**config.mk**
```make
export PLATFORM = sky130hd
export DESIGN_NAME = uart_rx_fsm_flat
export DESIGN_NICKNAME = d
export VERILOG_FILES = /design/src/rtl/uart_rx_pkg.sv /design/src/rtl/uart_rx_fsm_if.sv /design/src/rtl/rx_sample_point.sv /design/src/rtl/uart_rx_fsm.sv /design/src/flat_wrapper.sv
export SDC_FILE = /design/constraint.sdc
export NUM_CORES = 1
export LEC_CHECK = 0
export ABC_AREA = 0
export CAP_MARGIN = 25
export CORE_UTILIZATION = 30
export CTS_BUF_LIST = sky130_fd_sc_hd__clkbuf_4 sky130_fd_sc_hd__clkbuf_8 sky130_fd_sc_hd__clkbuf_16
export DETAILED_ROUTE_END_ITERATION = 16
export PLACE_DENSITY = 0.68
export RECOVER_POWER = 25
export SLEW_MARGIN = 20
export SYNTH_ARGS = -nofsm -noshare
export SYNTH_HDL_FRONTEND = slang
export SYNTH_SLANG_ARGS = --single-unit
```
**constraint.sdc**
```tcl
create_clock -name clk -period 3.4 [get_ports clk]
set_input_delay 1.02 -clock clk [delete_from_list [all_inputs] [get_ports clk]]
set_output_delay 1.02 -clock clk [all_outputs]
set_load 0.01 [all_outputs]
```
**src/rtl/uart_rx_pkg.sv**
```systemverilog
// ============================================================================
// Package  : uart_rx_pkg
// Purpose  : Shared state encoding and sample-point offsets for the UART RX
//            frame-sequencing controller.
// Revision : 1.0 - initial release
// ============================================================================
`default_nettype none

package uart_rx_pkg;

  // State encoding, kept as explicit constants so the width is fixed.
  localparam logic [2:0] C_ST_IDLE   = 3'd0;
  localparam logic [2:0] C_ST_START  = 3'd1;
  localparam logic [2:0] C_ST_DATA   = 3'd2;
  localparam logic [2:0] C_ST_PARITY = 3'd3;
  localparam logic [2:0] C_ST_STOP   = 3'd4;

  typedef enum logic [2:0] {
    ST_IDLE   = C_ST_IDLE,
    ST_START  = C_ST_START,
    ST_DATA   = C_ST_DATA,
    ST_PARITY = C_ST_PARITY,
    ST_STOP   = C_ST_STOP
  } state_t;

  // Check strobes fire two edges after mid-bit, once the sampler's
  // three-sample majority window has closed.
  localparam logic [4:0] C_CHK_OFS       = 5'd2;
  // The stop bit is abandoned one edge after its check so that a
  // following start bit can be caught without losing a cycle.
  localparam logic [4:0] C_STOP_EXIT_OFS = 5'd3;

endpackage

`default_nettype wire

```
**src/rtl/uart_rx_fsm_if.sv**
```systemverilog
// ============================================================================
// Interface : uart_rx_fsm_if
// Purpose   : Signal bundle between the RX frame controller (slave) and the
//             line synchroniser / counter / checkers around it (master).
// Revision  : 1.0 - initial release
// ============================================================================
`default_nettype none

interface uart_rx_fsm_if;

  logic       rx_in;
  logic       par_en;
  logic [4:0] prescale;
  logic [4:0] edge_cnt;
  logic [3:0] bit_cnt;
  logic       strt_glitch;
  logic       par_err;
  logic       stp_err;

  logic       cnt_enable;
  logic       dat_samp_en;
  logic       deser_en;
  logic       strt_chk_en;
  logic       par_chk_en;
  logic       stp_chk_en;
  logic       data_valid;
  logic       frame_err;

  modport slave (
    input  rx_in, par_en, prescale, edge_cnt, bit_cnt,
    input  strt_glitch, par_err, stp_err,
    output cnt_enable, dat_samp_en, deser_en,
    output strt_chk_en, par_chk_en, stp_chk_en,
    output data_valid, frame_err
  );

  modport master (
    output rx_in, par_en, prescale, edge_cnt, bit_cnt,
    output strt_glitch, par_err, stp_err,
    input  cnt_enable, dat_samp_en, deser_en,
    input  strt_chk_en, par_chk_en, stp_chk_en,
    input  data_valid, frame_err
  );

endinterface

`default_nettype wire

```
**src/rtl/rx_sample_point.sv**
```systemverilog
// ============================================================================
// Module   : rx_sample_point
// Purpose  : Combinational decode of the mid-bit sample window, check point,
//            stop-exit point and bit end from prescale and edge count.
// Revision : 1.0 - initial release
// ============================================================================
`default_nettype none

module rx_sample_point
  import uart_rx_pkg::*;
(
  input  wire logic [4:0] i_prescale,
  input  wire logic [4:0] i_edge_cnt,
  output logic            o_at_chk,
  output logic            o_at_exit,
  output logic            o_at_end,
  output logic            o_in_win
);

  logic [4:0] w_half;
  logic [4:0] w_chk;
  logic [4:0] w_exit;
  logic       w_unused_lsb;

  // Prescale is always even, so its LSB carries no information.
  assign w_unused_lsb = i_prescale[0];

  // Decode the fixed points within one bit period.
  always_comb begin
    w_half    = {1'b0, i_prescale[4:1]};
    w_chk     = w_half + C_CHK_OFS;
    w_exit    = w_half + C_STOP_EXIT_OFS;
    o_at_chk  = (i_edge_cnt == w_chk);
    o_at_exit = (i_edge_cnt == w_exit);
    o_at_end  = (i_edge_cnt == i_prescale);
    o_in_win  = (i_edge_cnt >= (w_half - 5'd1)) && (i_edge_cnt <= (w_half + 5'd1));
  end

endmodule

`default_nettype wire

```
**src/rtl/uart_rx_fsm.sv**
```systemverilog
// ============================================================================
// Module   : uart_rx_fsm
// Purpose  : UART RX frame-sequencing controller. Steps IDLE/START/DATA/
//            PARITY/STOP, drives the edge/bit counter enable, sampler window,
//            deserializer and checker strobes, and qualifies each frame with
//            a single data_valid or frame_err pulse.
// Config   : UART_RX_PARITY_EN - when defined, the PARITY state and the
//            parity error flag are built; otherwise par_en/par_err are
//            ignored and every frame goes DATA -> STOP.
// Revision : 1.0 - initial release
// ============================================================================
`default_nettype none

module uart_rx_fsm
  import uart_rx_pkg::*;
#(
  parameter int DATA_WIDTH = 8
) (
  input  wire logic    clk,
  input  wire logic    rest,
  uart_rx_fsm_if.slave bus
);

  localparam logic [3:0] C_LAST_BIT = 4'(DATA_WIDTH);

  state_t r_state;
  logic   r_data_valid;
  logic   r_frame_err;
`ifdef UART_RX_PARITY_EN
  logic   r_err;
`endif

  logic w_at_chk;
  logic w_at_exit;
  logic w_at_end;
  logic w_in_win;
  logic w_cnt_enable;

  rx_sample_point u_sample_point (
    .i_prescale (bus.prescale),
    .i_edge_cnt (bus.edge_cnt),
    .o_at_chk   (w_at_chk),
    .o_at_exit  (w_at_exit),
    .o_at_end   (w_at_end),
    .o_in_win   (w_in_win)
  );

  // Frame state, parity error flag and registered result pulses.
  always_ff @(posedge clk) begin
    if (rest) begin
      r_state      <= ST_IDLE;
      r_data_valid <= 1'b0;
      r_frame_err  <= 1'b0;
`ifdef UART_RX_PARITY_EN
      r_err        <= 1'b0;
`endif
    end else begin
      r_data_valid <= 1'b0;
      r_frame_err  <= 1'b0;
      case (r_state)
        ST_IDLE: begin
`ifdef UART_RX_PARITY_EN
          r_err <= 1'b0;
`endif
          if (!bus.rx_in) begin
            r_state <= ST_START;
          end
        end
        ST_START: begin
          if (w_at_end) begin
            r_state <= bus.strt_glitch ? ST_IDLE : ST_DATA;
          end
        end
        ST_DATA: begin
          if (w_at_end && (bus.bit_cnt == C_LAST_BIT)) begin
`ifdef UART_RX_PARITY_EN
            r_state <= bus.par_en ? ST_PARITY : ST_STOP;
`else
            r_state <= ST_STOP;
`endif
          end
        end
`ifdef UART_RX_PARITY_EN
        ST_PARITY: begin
          if (w_at_end) begin
            if (bus.par_err) begin
              r_err <= 1'b1;
            end
            r_state <= ST_STOP;
          end
        end
`endif
        ST_STOP: begin
          // Leave mid stop bit; stp_err is valid here, one cycle after its strobe.
          if (w_at_exit) begin
            r_state <= ST_IDLE;
`ifdef UART_RX_PARITY_EN
            if (bus.stp_err || r_err) begin
`else
            if (bus.stp_err) begin
`endif
              r_frame_err  <= 1'b1;
            end else begin
              r_data_valid <= 1'b1;
            end
          end
        end
        default: begin
          r_state <= ST_IDLE;
        end
      endcase
    end
  end

  // Counter enable and check strobes decoded from the state register.
  assign w_cnt_enable    = (r_state != ST_IDLE);
  assign bus.cnt_enable  = w_cnt_enable;
  assign bus.dat_samp_en = w_cnt_enable && w_in_win;
  assign bus.strt_chk_en = (r_state == ST_START) && w_at_chk && (bus.bit_cnt == 4'd0);
  assign bus.deser_en    = (r_state == ST_DATA) && w_at_chk;
  assign bus.stp_chk_en  = (r_state == ST_STOP) && w_at_chk;
  assign bus.data_valid  = r_data_valid;
  assign bus.frame_err   = r_frame_err;

`ifdef UART_RX_PARITY_EN
  assign bus.par_chk_en  = (r_state == ST_PARITY) && w_at_chk;
`else
  logic w_unused_par;
  assign w_unused_par    = bus.par_en ^ bus.par_err;
  assign bus.par_chk_en  = 1'b0;
`endif

endmodule

`default_nettype wire

```
**src/flat_wrapper.sv**
```systemverilog
// flat-port wrapper written by rule: the top's interface ports become plain ports
module uart_rx_fsm_flat import uart_rx_pkg::*;
#(
  parameter int DATA_WIDTH = 8
)
  (clk, rest, bus_rx_in, bus_par_en, bus_prescale, bus_edge_cnt, bus_bit_cnt, bus_strt_glitch, bus_par_err, bus_stp_err, bus_cnt_enable, bus_dat_samp_en, bus_deser_en, bus_strt_chk_en, bus_par_chk_en, bus_stp_chk_en, bus_data_valid, bus_frame_err);
  uart_rx_fsm_if bus_i ();
  input  wire logic clk;
  input  wire logic rest;
  input wire logic [$bits(bus_i.rx_in)-1:0] bus_rx_in;
  input wire logic [$bits(bus_i.par_en)-1:0] bus_par_en;
  input wire logic [$bits(bus_i.prescale)-1:0] bus_prescale;
  input wire logic [$bits(bus_i.edge_cnt)-1:0] bus_edge_cnt;
  input wire logic [$bits(bus_i.bit_cnt)-1:0] bus_bit_cnt;
  input wire logic [$bits(bus_i.strt_glitch)-1:0] bus_strt_glitch;
  input wire logic [$bits(bus_i.par_err)-1:0] bus_par_err;
  input wire logic [$bits(bus_i.stp_err)-1:0] bus_stp_err;
  output wire logic [$bits(bus_i.cnt_enable)-1:0] bus_cnt_enable;
  output wire logic [$bits(bus_i.dat_samp_en)-1:0] bus_dat_samp_en;
  output wire logic [$bits(bus_i.deser_en)-1:0] bus_deser_en;
  output wire logic [$bits(bus_i.strt_chk_en)-1:0] bus_strt_chk_en;
  output wire logic [$bits(bus_i.par_chk_en)-1:0] bus_par_chk_en;
  output wire logic [$bits(bus_i.stp_chk_en)-1:0] bus_stp_chk_en;
  output wire logic [$bits(bus_i.data_valid)-1:0] bus_data_valid;
  output wire logic [$bits(bus_i.frame_err)-1:0] bus_frame_err;
  assign bus_i.rx_in = bus_rx_in;
  assign bus_i.par_en = bus_par_en;
  assign bus_i.prescale = bus_prescale;
  assign bus_i.edge_cnt = bus_edge_cnt;
  assign bus_i.bit_cnt = bus_bit_cnt;
  assign bus_i.strt_glitch = bus_strt_glitch;
  assign bus_i.par_err = bus_par_err;
  assign bus_i.stp_err = bus_stp_err;
  assign bus_cnt_enable = bus_i.cnt_enable;
  assign bus_dat_samp_en = bus_i.dat_samp_en;
  assign bus_deser_en = bus_i.deser_en;
  assign bus_strt_chk_en = bus_i.strt_chk_en;
  assign bus_par_chk_en = bus_i.par_chk_en;
  assign bus_stp_chk_en = bus_i.stp_chk_en;
  assign bus_data_valid = bus_i.data_valid;
  assign bus_frame_err = bus_i.frame_err;
  uart_rx_fsm #(.DATA_WIDTH(DATA_WIDTH)) u_core (.clk(clk), .rest(rest), .bus(bus_i));
endmodule
```
## After elaboration in Yosys (flattened, before gate mapping)

Index checks and enable logic that the tools add are counted.

- Bitwise logic cells: 2
- Equal/unequal tests: 11
- Multiplexer cells: 8
- Add/subtract/negate cells: 4
- Reductions and logical operators: 12
- Magnitude comparators: 2

Operator list:

| cell | number |
|---|---|
| $eq 5x5->1 | 3 |
| $mux 3 | 4 |
| $pmux 3 s4 | 1 |
| $add 4x2->5 const B | 2 |
| $logic_and 1x1->1 | 7 |
| $add 4x1->5 const B | 1 |
| $ge 5x5->1 | 1 |
| $le 5x5->1 | 1 |
| $sub 4x1->5 const B | 1 |
| $eq 4x4->1 const B | 1 |
| $logic_not 4->1 | 1 |
| $ne 2x1->1 const B | 2 |
| $ne 2x2->1 const B | 2 |
| $reduce_and 4->1 | 1 |
| $eq 3x1->1 const B | 1 |
| $eq 3x2->1 const B | 1 |
| $eq 3x3->1 const B | 1 |
| $logic_not 3->1 | 1 |
| $reduce_bool 3->1 | 1 |
| $reduce_or 3->1 | 1 |
| $mux 1 | 2 |
| $mux 2 | 1 |
| $not 1->1 | 2 |

- Bits in registers: 5
- Word-level logic and storage cells: 42

## Longest topological paths before layout

Gate-level depths: netlist (run 1).

- Depth after elaboration: 4
- Depth in mapped cells: 9
- Gate-level depth less buffers: 9

## Modules after synthesis

From an unflattened synthesis (run 1), not the netlist that was laid out.

- Cell total of the unflattened synthesis: 108
- Area total of the unflattened synthesis: 849.6 µm²

Modules (own cells, without submodules):

| module | area each (µm²) | cells an instance | times used |
|---|---|---|---|
| rx_sample_point | 574.3 | 74 | 1 |
| uart_rx_fsm | 275.3 | 34 | 1 |

## Least setup slack after synthesis (run 1)

Ideal clock, no wire load.

- Path type: input -> output
- Start: in bus_prescale[2]
- End: out bus_dat_samp_en
- Arrival: 2406 ps
- Cell stages on the path: 9
- Path slack: -26 ps
- Path through: inv_1 > ha_1 > inv_1 > ha_1 > nor2b_1 > o21a_1 > o21ai_0 > a21oi_1 > a31oi_1

- Word-level cells in the longest chain between the ends: 4
- Elaborated cells on any way between the ends: 6
- Classes of those cells: add/sub (2); order compare (2); reduce/logical (2)

Ends and longest elaborated chain:

| item | RTL line | RTL |
|---|---|---|
| start, declared | flat_wrapper.sv:12 | `input wire logic [$bits(bus_i.prescale)-1:0] bus_prescale;` |
| $sub 4x1->5 / $add 4x1->5 (equally long branches) | rx_sample_point.sv:36 | `o_in_win = (i_edge_cnt >= (w_half - 5'd1)) && (i_edge_cnt <= (w_half + 5'd1));` |
| $ge 5x5->1 / $le 5x5->1 (equally long branches) | rx_sample_point.sv:36 |  |
| $logic_and 1x1->1 (*) | rx_sample_point.sv:36 |  |
| $logic_and 1x1->1 (*) | uart_rx_fsm.sv:118 | `assign bus.dat_samp_en = w_cnt_enable && w_in_win;` |
| end, declared | flat_wrapper.sv:19 | `output wire logic [$bits(bus_i.dat_samp_en)-1:0] bus_dat_samp_en;` |

Mark *: on every way between the ends. The rest lies on a longest branch, timed or not.

## Final worst setup path (run 1)

- Start: in bus_prescale[1]
- End: out bus_dat_samp_en

Same word-level chain as after synthesis.

==> metrics, run 1 <==
status finished with violations; failing checks setup timing; Port Buffers 25; io pins 29; n_diodes 0; setup slack at placement -1010 ps; DRC 0; largest family of logic cells by synthesized area adder cells; clk_lat worst skew ~240 ps; largest net degree at the start of global routing 12; Core ar. 2540 um^2; synthesized area per cell ~7.9 um^2; Hold Crit Class flop to flop; RD Place Congestion between 0.8 and 0.9; clock-pin slew on the worst setup and hold paths approximately 40 ps; multi-input logic area approximately 810 um^2; Post-Layout Cell Count ~190; cell area after synthesis ~800 um^2; Max Cap Viol 0; final hold slack between 500 and 600 ps; placed insts between 150 and 200; # rows 18; Fill cells 227; Overflow after GRT 0; ys flop type dfxtp_1; final period utilization 101%; Worst Setup End Kind primary output; area grow syn2layout 76.7%; Synth warnings 0; CP arrival 2420 ps; Final Hold Fails 0; worst-case clock skew 2.87 ps; top cells by count, synth 17 x ha_1, 12 x xnor2_1, 9 x inv_1; Setup TNS -76.8 ps; root buffer cell clkbuf_4; Crit Path Class input pin to primary output; CP max stage delay 210 ps; Mapped Cells 104; routed len/inst between 10 and 15 um; Starting DRT DRC Count 11; layout cells sized above 1 38.9%; CP Max Fanout 2; vias per cell around 5.1; vias 946; simple-gate share of the synthesized area a little under a quarter; router iterations before antenna repair 4; Final Power between 300 and 400 uW; RSZ-0062 raised after global routing true; post-synthesis register bit count 5; CP Cell Sequence buf_6 > inv_2 > ha_4 > inv_2 > ha_4 > nor2b_1 > o21a_1 > o21ai_2 > a21oi_1 > a31oi_1 > buf_2; startpoint types input pin; antenna violations before repair 0; post-synthesis compound-gate area fraction between 10% and 20%; Slowest-stage cell, CP ha_4; # setup viols final 2; NumNets Final 196; mux contribution to synthesized area about 1.2%; post-synth top area cell ha_1; die width 54.4 um; Synth Area in Adders about 26%; post-synthesis sequential area ratio roughly an eighth; P_leak a little over 0.0006 uW; total clock sinks 5; Num CTS Buffers 3; WL final around 2400 um; Synth top area share 25.8%; post-synth cell types 33; minimum clock period 3440 ps; Max Buffers Root-to-Sink 2; die area slightly below 3000 um^2; Final Max Slew Viols 0; Die Y 54.4 um; pwr/cell area between 200 and 250 nW/um^2; first-pass GRT wire length about 3700 um; worst vdd ir about 210 uV; antenna-violating nets left 0; Post-synth ARST share 0%; register area approximately 100 um^2; top post-synthesis cells by area ha_1 26%, xnor2_1 13%, dfxtp_1 12%; max frequency roughly 290 MHz; CTS tree yes; GRT Util Overall between 10% and 20%; Initial Util 32.4%; post-route setup slack -42.5 ps; post-synth net total 142; Synth Area in XOR/XNOR between 10% and 20%; vias in the first global route about 900; Post-synth EDFFs 0; Detailed Place HPWL 1750 um; H-tree Lvls 1; most common cell in the netlist ha_1; Data required, critical path around 2400 ps
## final timing paths
kind,from,to,slack [ps],depth (start not counted)
hold reg to reg,u_core.r_state[2]$_SDFFE_PP0P_,u_core.bus.data_valid$_SDFF_PP0_,600,2
hold / removal,u_core.r_state[2]$_SDFFE_PP0P_,u_core.bus.data_valid$_SDFF_PP0_,600,2
setup reg to reg,u_core.r_state[1]$_SDFFE_PP0P_,u_core.r_state[1]$_SDFFE_PP0P_,2050,4
setup / recovery,bus_prescale[1],bus_dat_samp_en,-40,11
## per-stage QoR
step                util (%)  cell area [um^2]
global placement        48.6              1240
CTS                     56.2              1430
global route            57.2              1460
floorplan                  -               823
finish                  57.2              1460
detailed placement      48.6              1240
## power by group
group / leakage, uW / internal, uW / total [uW] / switching (uW)
sequential: 0.0000406 / 60.5 / 64.7 / 4.15
clock: 0.0000184 / 52.2 / 75.1 / 22.9
combinational: 0.000557 / 95.3 / 170 / 74.7
## final cells by class
cell class,instances,share of cell area [%]
timing repair buffer,52,30.6
multi-input combinational,87,55.5
sequential,5,6.88
clock buffer,4,2.06
inverter,9,2.32
tap,30,2.58
## routing by layer
| layer | part of all wire [%] | wire length, um | vias up | track usage [%] |
|---|---|---|---|---|
| met2 | 53 | 1240 | 40 | 34.3 |
| met1 | 39 | 919 | 420 | 17.0 |
| met4 | 3.1 | 73 | 0 | 9.40 |
| met5 | 0 | 0 | - | 0 |
| li1 | - | - | 476 | - |
| met3 | 5.3 | 124 | 10 | 2.50 |
## what timing repair did
action / in CTS / in global routing
endpoints found under the setup margin: 4 / 2
resized for setup: 63 / 3
pin swaps: 13 / 9
hold buffers: 0 / 0
setup buffers: 6 / 2
## kinds of logic (layout without fill, tap and decap cells)
logic type,count (synthesis),after routing
compound gates,17,17
xor+xnor,14,14
fa+ha+maj,17,17
buf+inv,12,65
flops,5,5
mux,1,1
other cells,1,1
simple gates,37,37
## worst max-delay path, delay by kind of cell
family | cells | cell delay (ps)
AO/OA/AOI/OAI | 4 | 490
AND/OR/NAND/NOR | 1 | 120
buffers and inverters | 4 | 390
adder cells (fa/ha/maj) | 2 | 400
## placed cells by master (no fill, tap or decap), types with 4 or more instances in the layout
| cell | instances |
|---|---|
| buf_4 | 21 |
| inv_2 | 6 |
| ha_4 | 8 |
| nand2_1 | 5 |
| buf_2 | 5 |
| ha_1 | 9 |
| dfxtp_1 | 5 |
| xnor2_1 | 10 |
| clkdlybuf4s50_1 | 10 |
| nor2_1 | 6 |
| dlygate4sd2_1 | 6 |
| buf_6 | 8 |
| clkbuf_4 | 4 |
| nand3_1 | 6 |
## sequential cells by signal, indices dropped and copies added (netlist names)
signal                 flops
u_core.bus.frame_err       1
u_core.bus.data_valid      1
u_core.r_state             3
No activity file was read; power rests on OpenSTA's default activity.
==> run 2, diff against run 1 <==
RECOVER_POWER = 100   (was 25)
==> run 2 against run 1 <==
The flow still finishes with violations (setup timing). Critical path depth is the same. Sequential share of layout area stayed put. Global-route usage unchanged. Routed wire length about the same. Worst hold slack lost 0.60 ps. Count of clock-buffer cells in the layout unchanged. Non-clock buffer count unchanged. Via count down 1.1%.
==> metrics, run 2 (synthesized netlist as in run 1, its figures left out) <==
status finished with violations; failing checks setup timing; total clock sinks 5; routed len/inst about 13 um; startpoint types input pin; vias in the first global route between 900 and 1,000; # setup viols final 2; H-tree Lvls 1; pwr/cell area 213 nW/um^2; CP max stage delay 210 ps; largest net degree at the start of global routing 12; layout cells sized above 1 between 30 and 40%; die width between 50 and 60 um; n_diodes 0; WL final approximately 2400 um; GRT Util Overall between 15 and 20%; root buffer cell clkbuf_4; placed insts ~180; vias around 940; CP arrival 2420 ps; M2 GR Usage between 30% and 40%; Largest Register u_core.r_state; setup slack at placement -1010 ps; Starting DRT DRC Count 10; clock-pin slew on the worst setup and hold paths 40 ps; Data required, critical path 2380 ps; Initial Util 32.4%; Slowest-stage cell, CP ha_4; antenna violations before repair 0; area grow syn2layout 76.7%; max FFs per register 3; minimum clock period about 3400 ps; first-pass GRT wire length 3670 um; post-route setup slack -42.5 ps; hold depth 2; # rows 18; Max Cap Viol 0; CP Cell Sequence buf_6 > inv_2 > ha_4 > inv_2 > ha_4 > nor2b_1 > o21a_1 > o21ai_2 > a21oi_1 > a31oi_1 > buf_2; Final Power ~310 uW; io pins 29; # hold bufs at CTS 0; RD Place Congestion between 0.8 and 0.9; Die Y between 50 and 60 um; R2R cell count 4; Core ar. between 2000 and 3000 um^2; Fill cells between 200 and 250; most frequent cells in the layout 20 x buf_4, 10 x xnor2_1, 9 x ha_1, 9 x clkdlybuf4s50_1; worst-case clock skew between 2 and 3 ps; final period utilization 101%; Final Max Slew Viols 0; WP buf/inv 4; Max Buffers Root-to-Sink 2; Worst Setup End Kind primary output; antenna-violating nets left 0; Overflow after GRT 0; GRT busiest layer met2; WP depth 11; vias per cell 5.01; RSZ-0062 raised after global routing true; NumNets Final 196; worst vdd ir between 200 and 250 uV; max frequency 290 MHz; Post-Layout Cell Count ~190; Largest delay share family, worst path compound AO/OA/AOI/OAI gates; Num CTS Buffers 3; most common cell after layout, fill and taps aside buf_4; router iterations before antenna repair 4; Crit Path Class input pin to primary output; P_leak 0.000616 uW; CTS tree yes; Detailed Place HPWL 1750 um; die area just under 3000 um^2; Final Hold Fails 0; CP Max Fanout 2; M3 GR Usage 2.50%; clk_lat worst skew ~240 ps; Hold Crit Class flop to flop; Port Buffers 25; met1 usage between 10% and 20%; DRC 0
## run 2: changes by cell type in the layout (fill, tap and decap cells not counted), sizes merged
cell and delta:
dlygate4sd3 +1, clkdlybuf4s50 -1, clkbuf +1, buf -1
## run 2: where the power goes
part / internal [uW] / total, uW / switching [uW]
Sequential: 60.5 / 64.6 / 4.12
Combinational: 95.0 / 170 / 74.7
Clock: 52.2 / 75.2 / 22.9
## run 2: worst paths after layout
path	from	to	slack [ps]
setup / recovery	bus_prescale[1]	bus_dat_samp_en	-40
hold / removal	u_core.r_state[2]$_SDFFE_PP0P_	u_core.bus.data_valid$_SDFF_PP0_	600
setup reg to reg	u_core.r_state[1]$_SDFFE_PP0P_	u_core.r_state[1]$_SDFFE_PP0P_	2040
hold reg to reg	u_core.r_state[2]$_SDFFE_PP0P_	u_core.bus.data_valid$_SDFF_PP0_	600
## run 2: worst min-delay path, delay by kind of cell (launching register included)
family / cells / cell delay (ps)
flip-flops: 1 / 360
AND/OR/NAND/NOR: 2 / 190
## run 2: area by class of cell
type / instances / area [um^2] / share of cell area, %
clock buffers: 4 / 30.0 / 2.06
inverters: 9 / 33.8 / 2.32
well taps: 30 / 37.5 / 2.58
repair buffers: 52 / 445 / 30.6
multi-input cells: 87 / 808 / 55.5
flip-flops and latches: 5 / 100 / 6.88
## run 2: what timing repair did
action	in CTS	in global routing
setup endpoints to repair	4	2
buffers inserted	6	2
pin swaps	13	9
gates resized for setup	63	3
## run 2: layer usage
metal | part of all wire (%) | wire [um] | vias up
met2 | 53 | 1250 | 32
met1 | 40 | 931 | 420
met4 | 2.9 | 68 | 0
met5 | 0 | 0 | -
met3 | 4.6 | 109 | 8
li1 | - | - | 476
## run 2: stage by stage
stage	instance area [um^2]	util (%)	hold slack (ps)	setup TNS, ps
2_1_floorplan	823	-	529	-0.593
5_1_grt	1460	57.2	646	-198
4_1_cts	1430	56.2	596	-72.1
6_report	1460	57.2	597	-72.0
3_5_place_dp	1240	48.6	583	-3420
3_3_place_gp	1240	48.6	574	-3290
